[src/rtl/afu_fifo_pkg.sv]
// Shared encodings for the AFU MMIO FIFO: read-select codes, status word layout and
// decoder addresses.
package afu_fifo_pkg;

  localparam logic RD_SEL_DATA   = 1'b0;
  localparam logic RD_SEL_STATUS = 1'b1;

  localparam int unsigned STAT_COUNT_LSB = 0;
  localparam int unsigned STAT_COUNT_W   = 16;
  localparam int unsigned STAT_EMPTY     = 28;
  localparam int unsigned STAT_FULL      = 29;
  localparam int unsigned STAT_UNDERFLOW = 30;
  localparam int unsigned STAT_OVERFLOW  = 31;

  localparam logic [15:0] MMIO_ADDR_DATA   = 16'h0020;
  localparam logic [15:0] MMIO_ADDR_STATUS = 16'h0022;

  function automatic logic [31:0] status_word(input logic [STAT_COUNT_W-1:0] cnt,
                                              input logic emp, input logic ful,
                                              input logic udf, input logic ovf);
    logic [31:0] s;
    s = '0;
    s[STAT_COUNT_LSB +: STAT_COUNT_W] = cnt;
    s[STAT_EMPTY]     = emp;
    s[STAT_FULL]      = ful;
    s[STAT_UNDERFLOW] = udf;
    s[STAT_OVERFLOW]  = ovf;
    return s;
  endfunction

endpackage

[src/rtl/fifo_ram.sv]
// DEPTH x DATA_W storage: synchronous write, asynchronous read, contents never reset.
module fifo_ram #(
  parameter int unsigned DATA_W = 64,
  parameter int unsigned DEPTH  = 8,
  localparam int unsigned AW    = $clog2(DEPTH)
) (
  input  logic              clk,
  input  logic              we,
  input  logic [AW-1:0]     waddr,
  input  logic [DATA_W-1:0] wdata,
  input  logic [AW-1:0]     raddr,
  output logic [DATA_W-1:0] rdata
);

  logic [DATA_W-1:0] mem [DEPTH];

  always_ff @(posedge clk) begin
    if (we) mem[waddr] <= wdata;
  end

  assign rdata = mem[raddr];

endmodule

[src/rtl/mmio_fifo_ctrl.sv]
// MMIO-facing circular FIFO: pushes from MMIO writes, pops/status from MMIO reads,
// registered TID-tagged response, occupancy and sticky error flags.
module mmio_fifo_ctrl
  import afu_fifo_pkg::*;
#(
  parameter int unsigned DATA_W = 64,
  parameter int unsigned DEPTH  = 8,
  parameter int unsigned TID_W  = 9,
  localparam int unsigned AW    = $clog2(DEPTH),
  localparam int unsigned CW    = AW + 1
) (
  input  logic              clk,
  input  logic              rst,
  input  logic              wr_valid,
  input  logic [DATA_W-1:0] wr_data,
  input  logic              rd_req,
  input  logic              rd_sel,
  input  logic [TID_W-1:0]  rd_tid,
  input  logic              flush,
  input  logic              clr_sticky,
  output logic              rsp_valid,
  output logic [TID_W-1:0]  rsp_tid,
  output logic [DATA_W-1:0] rsp_data,
  output logic [CW-1:0]     count,
  output logic              full,
  output logic              empty,
  output logic              overflow,
  output logic              underflow
);

  logic [AW-1:0]     wr_ptr_q, wr_ptr_d, rd_ptr_q, rd_ptr_d;
  logic [CW-1:0]     count_q, count_d;
  logic              ovf_q, ovf_d, udf_q, udf_d;
  logic              rsp_valid_q;
  logic [TID_W-1:0]  rsp_tid_q, rsp_tid_d;
  logic [DATA_W-1:0] rsp_data_q, rsp_data_d, ram_rdata;
  logic              pop_req, pop_ok, push_ok, ovf_ev, udf_ev;

  assign full  = (count_q == CW'(DEPTH));
  assign empty = (count_q == '0);

  fifo_ram #(
    .DATA_W (DATA_W),
    .DEPTH  (DEPTH)
  ) u_ram (
    .clk   (clk),
    .we    (push_ok),
    .waddr (wr_ptr_q),
    .wdata (wr_data),
    .raddr (rd_ptr_q),
    .rdata (ram_rdata)
  );

  always_comb begin
    pop_req = rd_req && (rd_sel == RD_SEL_DATA) && !flush;
    pop_ok  = pop_req && !empty;
    udf_ev  = pop_req && empty;
    // A pop in the same cycle frees a slot, so a push against a full FIFO is not dropped.
    push_ok = wr_valid && !flush && (!full || pop_ok);
    ovf_ev  = wr_valid && !flush && full && !pop_ok;

    wr_ptr_d = wr_ptr_q;
    rd_ptr_d = rd_ptr_q;
    count_d  = count_q;
    if (flush) begin
      wr_ptr_d = '0;
      rd_ptr_d = '0;
      count_d  = '0;
    end else begin
      if (push_ok) wr_ptr_d = wr_ptr_q + AW'(1);
      if (pop_ok)  rd_ptr_d = rd_ptr_q + AW'(1);
      if (push_ok && !pop_ok)      count_d = count_q + CW'(1);
      else if (pop_ok && !push_ok) count_d = count_q - CW'(1);
    end

    ovf_d = (ovf_q && !clr_sticky) || ovf_ev;
    udf_d = (udf_q && !clr_sticky) || udf_ev;

    rsp_tid_d  = rsp_tid_q;
    rsp_data_d = rsp_data_q;
    if (rd_req) begin
      rsp_tid_d = rd_tid;
      if (rd_sel == RD_SEL_STATUS) begin
        rsp_data_d = DATA_W'(status_word(STAT_COUNT_W'(count_q), empty, full, udf_q, ovf_q));
      end else if (flush || empty) begin
        rsp_data_d = '0;
      end else begin
        rsp_data_d = ram_rdata;
      end
    end
  end

  always_ff @(posedge clk or posedge rst) begin
    if (rst) begin
      wr_ptr_q    <= '0;
      rd_ptr_q    <= '0;
      count_q     <= '0;
      ovf_q       <= 1'b0;
      udf_q       <= 1'b0;
      rsp_valid_q <= 1'b0;
      rsp_tid_q   <= '0;
      rsp_data_q  <= '0;
    end else begin
      wr_ptr_q    <= wr_ptr_d;
      rd_ptr_q    <= rd_ptr_d;
      count_q     <= count_d;
      ovf_q       <= ovf_d;
      udf_q       <= udf_d;
      rsp_valid_q <= rd_req;
      rsp_tid_q   <= rsp_tid_d;
      rsp_data_q  <= rsp_data_d;
    end
  end

  assign rsp_valid = rsp_valid_q;
  assign rsp_tid   = rsp_tid_q;
  assign rsp_data  = rsp_data_q;
  assign count     = count_q;
  assign overflow  = ovf_q;
  assign underflow = udf_q;

endmodule

[config.mk]
export PLATFORM = sky130hd
export DESIGN_NAME = mmio_fifo_ctrl
export DESIGN_NICKNAME = d
export VERILOG_FILES = /design/src/rtl/afu_fifo_pkg.sv /design/src/rtl/fifo_ram.sv /design/src/rtl/mmio_fifo_ctrl.sv
export SDC_FILE = /design/constraint.sdc
export NUM_CORES = 1
export LEC_CHECK = 0
export CORE_ASPECT_RATIO = 0.6
export CORE_MARGIN = 1
export CORE_UTILIZATION = 53
export CTS_CLUSTER_SIZE = 16
export DETAILED_ROUTE_END_ITERATION = 10
export PLACE_DENSITY_LB_ADDON = 0.2
export SKIP_LAST_GASP = 1
export SLEW_MARGIN = 20
export SYNTH_ARGS = -nofsm -noshare
export SYNTH_HDL_FRONTEND = slang
export SYNTH_SLANG_ARGS = --single-unit
[constraint.sdc]
create_clock -name clk -period 6.1 [get_ports clk]
set_input_delay 0.61 -clock clk [delete_from_list [all_inputs] [get_ports clk]]
set_output_delay 0.61 -clock clk [all_outputs]
set_load 0.05 [all_outputs]
==> results of run 1 <==
metrics by stage:
step / instances / instance area [sq um]
2_1_floorplan: 1011 / 22600
6_report: 1803 / 26600
3_5_place_dp: 1705 / 24800
4_1_cts: 1803 / 26600
3_3_place_gp: 1705 / 24800
5_1_grt: 1803 / 26600
cells in the mapped netlist (all sizes together) (2+ instances only):
cell type,count,area [sq um]
o2bb2ai,56,490
buf,31,173
clkbuf,25,95.1
o22ai,2,12.5
mux4,128,2880
mux2i,65,651
inv,16,60.1
nor2,12,45.0
xor2,2,17.5
and2,2,12.5
o221ai,7,61.3
o21ai,5,28.8
nor3,3,15.0
nand2,8,30.0
a21oi,3,15.0
nand3,10,50.1
nand2b,7,43.8
edfxtp,512,15400
ha,4,50.1
mux2,12,135
a221oi,2,35.0
nand3b,2,15.0
dfrtp,86,2150
layout make-up:
class / count / area (sq um)
Sequential cell: 598 / 17500
Fill cell: 2869 / 15400
Multi-Input combinational cell: 341 / 4760
Timing Repair Buffer: 180 / 1770
Clock buffer: 70 / 1430
Tap cell: 570 / 713
Clock inverter: 28 / 280
Inverter: 16 / 62.6
power by group:
group	internal, mW	switching [mW]
clock network	1.87	1.42
registers	4.63	0.127
logic	0.567	0.806
final timing paths:
check                                               from                          to  slack, ns  cells past startpoint
worst max-delay path                               flush  u_ram.mem[4][27]$_DFFE_PP_       2.32                      6
worst min-delay path            rsp_data[23]$_DFFE_PP0P_    rsp_data[23]$_DFFE_PP0P_       0.48                      1
worst max register to register      count[1]$_DFFE_PP0P_  u_ram.mem[4][27]$_DFFE_PP_       3.02                      5
worst min register to register  rsp_data[23]$_DFFE_PP0P_    rsp_data[23]$_DFFE_PP0P_       0.48                      1
max in group asynchronous                            rst     rd_ptr_q[0]$_DFFE_PP0P_       4.53                      3
min in group asynchronous                            rst      rsp_tid[6]$_DFFE_PP0P_       0.54                      2
placed cells by master (no fill, tap or decap), types with 4 or more instances in the layout:
cell type        netlist  layout
nand3_1               10      10
nand2_1                8       7
ha_1                   4       4
o2bb2ai_1             56      56
clkbuf_16              0      54
clkinv_1               0      10
nor2_1                12       6
mux2i_1               65      65
bufinv_16              0       5
buf_4                  4      18
nor2_4                 0       6
clkbuf_1              24      14
edfxtp_1             512     512
mux2_2                 9       9
mux4_2               128     128
inv_1                 16      14
o221ai_1               7       7
dfrtp_1               86      83
o21ai_0                4       4
clkinv_2               0       8
nand2b_1               7       7
clkdlybuf4s50_1        0     161
kinds of logic (layout without fill, tap and decap cells):
group                      after synthesis  after routing  synth area share (%)
DFF                                    598            598                  77.7
muxes                                  205            205                  16.3
AOI/OAI and AO/OA                       79             79                  2.99
buffers and inverters                   72            294                  1.45
and+or+nand+nor                         50             50                  1.17
adders and majority gates                5              5                 0.311
xor gates and xnor gates                 2              2                0.0777
flip-flops by register name (all words and copies together) (netlist names):
register and count:
rsp_tid 9, rsp_valid 1, u_ram.mem 512, count 4, wr_ptr_q 3, underflow 1, rd_ptr_q 3, overflow 1
rsp_data 64
per-layer routing:
metal	global-route usage (%)	part of all wire [%]	up-vias	routed length [microns]
li1	-	-	4563	-
met1	32.3	45	5608	20100
met2	33.2	48	321	21300
met3	3.73	5.7	48	2510
met4	4.05	1.3	0	591
met5	0	0	-	0
worst max-delay path: stages:
cell             delay [ns]
clkdlybuf4s50_1        0.71
or3b_2                 0.64
a21oi_1                0.43
nand2b_1               0.36
nor2_4                 0.70
buf_4                  0.49
==> flow_summary.toml, run 1 <==
[synth]
postSynthAreaPerCell_sq_um = 22.3
async_reset_ff_share_pct = 14.4
ys_ff_latch = 598
synth_top_flop_cell = "edfxtp_1"
syn_area_sq_um = 22500
synth-seq-area-share_pct = 77.7
synth_edf_count = 512
synth_nets = 1096
syn_inst = 1011
synth_cell_types = 41
synth_warnings = 0

[global_route]
grt_pass1_vias = 10900
grt_pass1_wl_microns = 68700
antenna_found_initial = 0
overflow = 0
grt_max_degree = 82
grt_usage_pct = 21.3

[outcome]
status = "completed"

[cts]
ctsRootBufferMaster = "clkbuf_16"
clk_latency_ns = 0.58
clock-sinks = 598
clockBufferDepth = 3
cts_buffers = 52
cts_resized = 0
cts_tree = "built"
clk_pin_slew_ns = 0.06
htree_levels = 2
postCtsHoldBufs = 0
post_cts_buffers = 0

[worst_setup_path]
cp-end-kind = "flip-flop"
critPathRequiredTime_ns = 6.31
path_max_fanout = 27
crit_path_start_kind = "input port"
crit_type = "input port to flip-flop"
cp.arrival_ns = 3.99

[timing]
final-hold-violation-count = 0
setup_viol = 0
rsz0062_at_grt = "no"
timing.hold.ws_ns = 0.481
clock.fmax_ghz = 0.265
min_period_over_period_pct = 61.9
drv_slew = 0
setup_slack_ns = 2.32
period_needed_ns = 3.78
fin_skew_ns = 0.0291
fin_setup_tns_ns = 0
slew-limit-headroom_pct = 26.4
tightest_slew_ns = 1.10

[layout]
drive_gt1_share_pct = 20.2
final_util_pct = 63.3
diodes = 0
area_growth_pct = 17.8
finalNetCount = 1274

[die]
dieArea_sq_um = 43400
die_h_microns = 162
core_area_sq_um = 41900
fp-row-count = 58
initial_core_util_pct = 53.8
fp.dieW_microns = 268
ioPinCount = 162

[route]
firstDrtPassIters = 5
vias_per_cell = 5.85
vias = 10500
drt-total-wl_microns = 44500
ant_nets = 0
drc = 0
drt_iter0_drc = 927
wl_per_cell_microns = 24.7

[placement]
hpwl_microns = 24600
post-place-ws_ns = 1.81
place.gp.congestion = 0.792
port_buffers = 161

[power_and_ir_drop]
vdd_ir_drop_max_v = 0.000245
power_mw = 9.42
p_leak_nw = 8.45
power.density_nw_per_um2 = 355

[min_path]
hp-class = "flip-flop to flip-flop"

[job]
max_cap_violations = 0
(Power assumes the default switching activity.)
==> inputs of run 2 (changes only) <==
==> constraint.sdc (replaced) <==
create_clock -name clk -period 3.1 [get_ports clk]
set_input_delay 0.31 -clock clk [delete_from_list [all_inputs] [get_ports clk]]
set_output_delay 0.31 -clock clk [all_outputs]
set_load 0.05 [all_outputs]
==> run 2 against run 1 <==
Against the previous run:
- the flow now finishes with violations (DRC)
- final cell count rose by 1.3%
- die area did not move
- routed wire length grew 2.4%
- highest routed layer is now met5
- critical path depth is 4 lower
- combinational power grew 110%
- total power rose by 97%
- worst setup slack worse by 1.9 ns
- final area increased by 1.6%
- largest cell class unchanged
- first-iteration DRC count decreased by 3.6%
- via count increased by 0.49%
- non-clock buffer count up 23
==> flow_summary.toml, run 2 (synthesized netlist as in run 1, its figures left out) <==
[die]
dieArea_sq_um = 43400
fp.dieW_microns = 268
initial_core_util_pct = 53.8
core_area_sq_um = 41900
ioPinCount = 162
fp-row-count = 58
die_h_microns = 162

[timing]
min_period_over_period_pct = 86.7
rsz0062_at_grt = "no"
setup_viol = 0
slew-limit-headroom_pct = 43.0
period_needed_ns = 2.69
fin_skew_ns = 0.0261
final-hold-violation-count = 0
tightest_slew_ns = 0.856
drv_slew = 0
clock.fmax_ghz = 0.372

[power_and_ir_drop]
power.density_nw_per_um2 = 687
vdd_ir_drop_max_v = 0.000443
p_leak_nw = 8.64
power_mw = 18.5

[global_route]
grt_pass1_vias = 11300
antenna_found_initial = 1
grt_pass1_wl_microns = 69900
overflow = 0
met1_usage_pct = 32.9
grt-busiest-layer = "met2"
grt_max_degree = 68
use_met3_pct = 3.61
met2_usage_pct = 34.1
grt_usage_pct = 21.7

[cts]
clk_latency_ns = 0.60
cts_tree = "built"
htree_levels = 2
clockBufferDepth = 3
post_cts_buffers = 0
clock-sinks = 598
cts_buffers = 52
ctsRootBufferMaster = "clkbuf_16"
postCtsHoldBufs = 0
clk_pin_slew_ns = 0.07

[job]
max_cap_violations = 0

[placement]
hpwl_microns = 26400
dp.cells = 1728
place.gp.congestion = 0.774
port_buffers = 161

[worst_setup_path]
crit_type = "flip-flop to output port"
cp-end-kind = "output port"
rr_worst_depth = 8
path_max_fanout = 10
crit_path_start_kind = "flip-flop"
critPathRequiredTime_ns = 2.79
cp.arrival_ns = 2.38

[route]
wl_per_cell_microns = 24.9
drc = 1
ant_nets = 0
drt-total-wl_microns = 45500
drt_iter0_drc = 894
vias_per_cell = 5.80
vias = 10600
firstDrtPassIters = 10

[layout]
area_growth_pct = 19.7
diodes = 0
final_util_pct = 64.3
mostFrequentLayoutCell = "edfxtp_1"
layout_common_cells = "512 x edfxtp_1, 160 x clkdlybuf4s50_1, 128 x mux4_2"
drive_gt1_share_pct = 22.5
largest_register = "u_ram.mem"
finalNetCount = 1297
largest_reg_flops = 512
fin_cells = 1826
num-fill-cells = 2822

[outcome]
violations = "DRC"
status = "complete, but fails checks"

[min_path]
hp-class = "input port to async pin"
==> run 2: layout make-up <==
class | count | area [sq um] | share of cell area [%]
Multi-Input combinational cell | 341 | 4810 | 17.8
Timing Repair Buffer | 203 | 2180 | 8.08
Clock inverter | 25 | 203 | 0.751
Clock buffer | 73 | 1470 | 5.45
Sequential cell | 598 | 17500 | 65.0
Tap cell | 570 | 713 | 2.64
Inverter | 16 | 62.6 | 0.232
==> run 2: metal layers <==
metal  share of wire [%]  wire length (microns)
met4                 1.4                    618
met5               0.037                     17
met1                  46                  20700
met3                 5.4                   2450
met2                  48                  21700
==> run 2: critical path: stages, from the launching register on <==
cell             delay, ns
dfrtp_2               0.49
nor4b_4               0.44
clkdlybuf4s50_1       0.88
==> run 2: through the flow <==
| stage | setup TNS, ns | hold WS (ns) | worst slack (ns) | instance area [sq um] |
|---|---|---|---|---|
| floorplan | -25.63 | 0.341 | -0.201 | 22700 |
| global placement | 0 | 0.468 | 0.234 | 25300 |
| detailed placement | 0 | 0.473 | 0.178 | 25300 |
| CTS | 0 | 0.170 | 0.0512 | 27000 |
| global route | 0 | 0.208 | 0.339 | 27000 |
| finish | 0 | 0.165 | 0.412 | 27000 |
==> run 2: power by group <==
group / leakage (nW) / internal (mW) / switching [mW]
clock network: 0.825 / 3.50 / 2.85
logic: 2.06 / 1.21 / 1.65
registers: 5.76 / 9.11 / 0.214
total: 8.64 / 13.8 / 4.72
==> run 2: path summary, 6_finish.rpt <==
path / slack, ns / endpoint / start
setup / recovery: 0.41 / full / count[0]$_DFFE_PP0P_
hold / removal: 0.16 / rsp_tid[4]$_DFFE_PP0P_ / rst
setup reg to reg: 0.51 / count[3]$_DFFE_PP0P_ / count[0]$_DFFE_PP0P_
hold reg to reg: 0.48 / rsp_data[21]$_DFFE_PP0P_ / rsp_data[21]$_DFFE_PP0P_
max in group asynchronous: 2.26 / rsp_data[45]$_DFFE_PP0P_ / rst
min in group clk: 0.33 / rsp_tid[1]$_DFFE_PP0P_ / rd_tid[1]
==> run 2: what timing repair did <==
item                                   in CTS  in global routing
endpoints found under the hold margin       0                  0
gates resized for setup                     0                  1
setup endpoints to repair                   0                  1
==> inputs of run 3 (changes only) <==
--- a/config.mk
+++ b/config.mk
@@ -10,6 +10,7 @@
 export CORE_UTILIZATION = 53
 export CTS_CLUSTER_SIZE = 16
 export DETAILED_ROUTE_END_ITERATION = 10
+export GPL_ROUTABILITY_DRIVEN = 0
 export PLACE_DENSITY_LB_ADDON = 0.2
 export SKIP_LAST_GASP = 1
 export SLEW_MARGIN = 20
==> results of run 3 <==
Same layout as run 2: the final DEF is identical, and so are final timing and power.
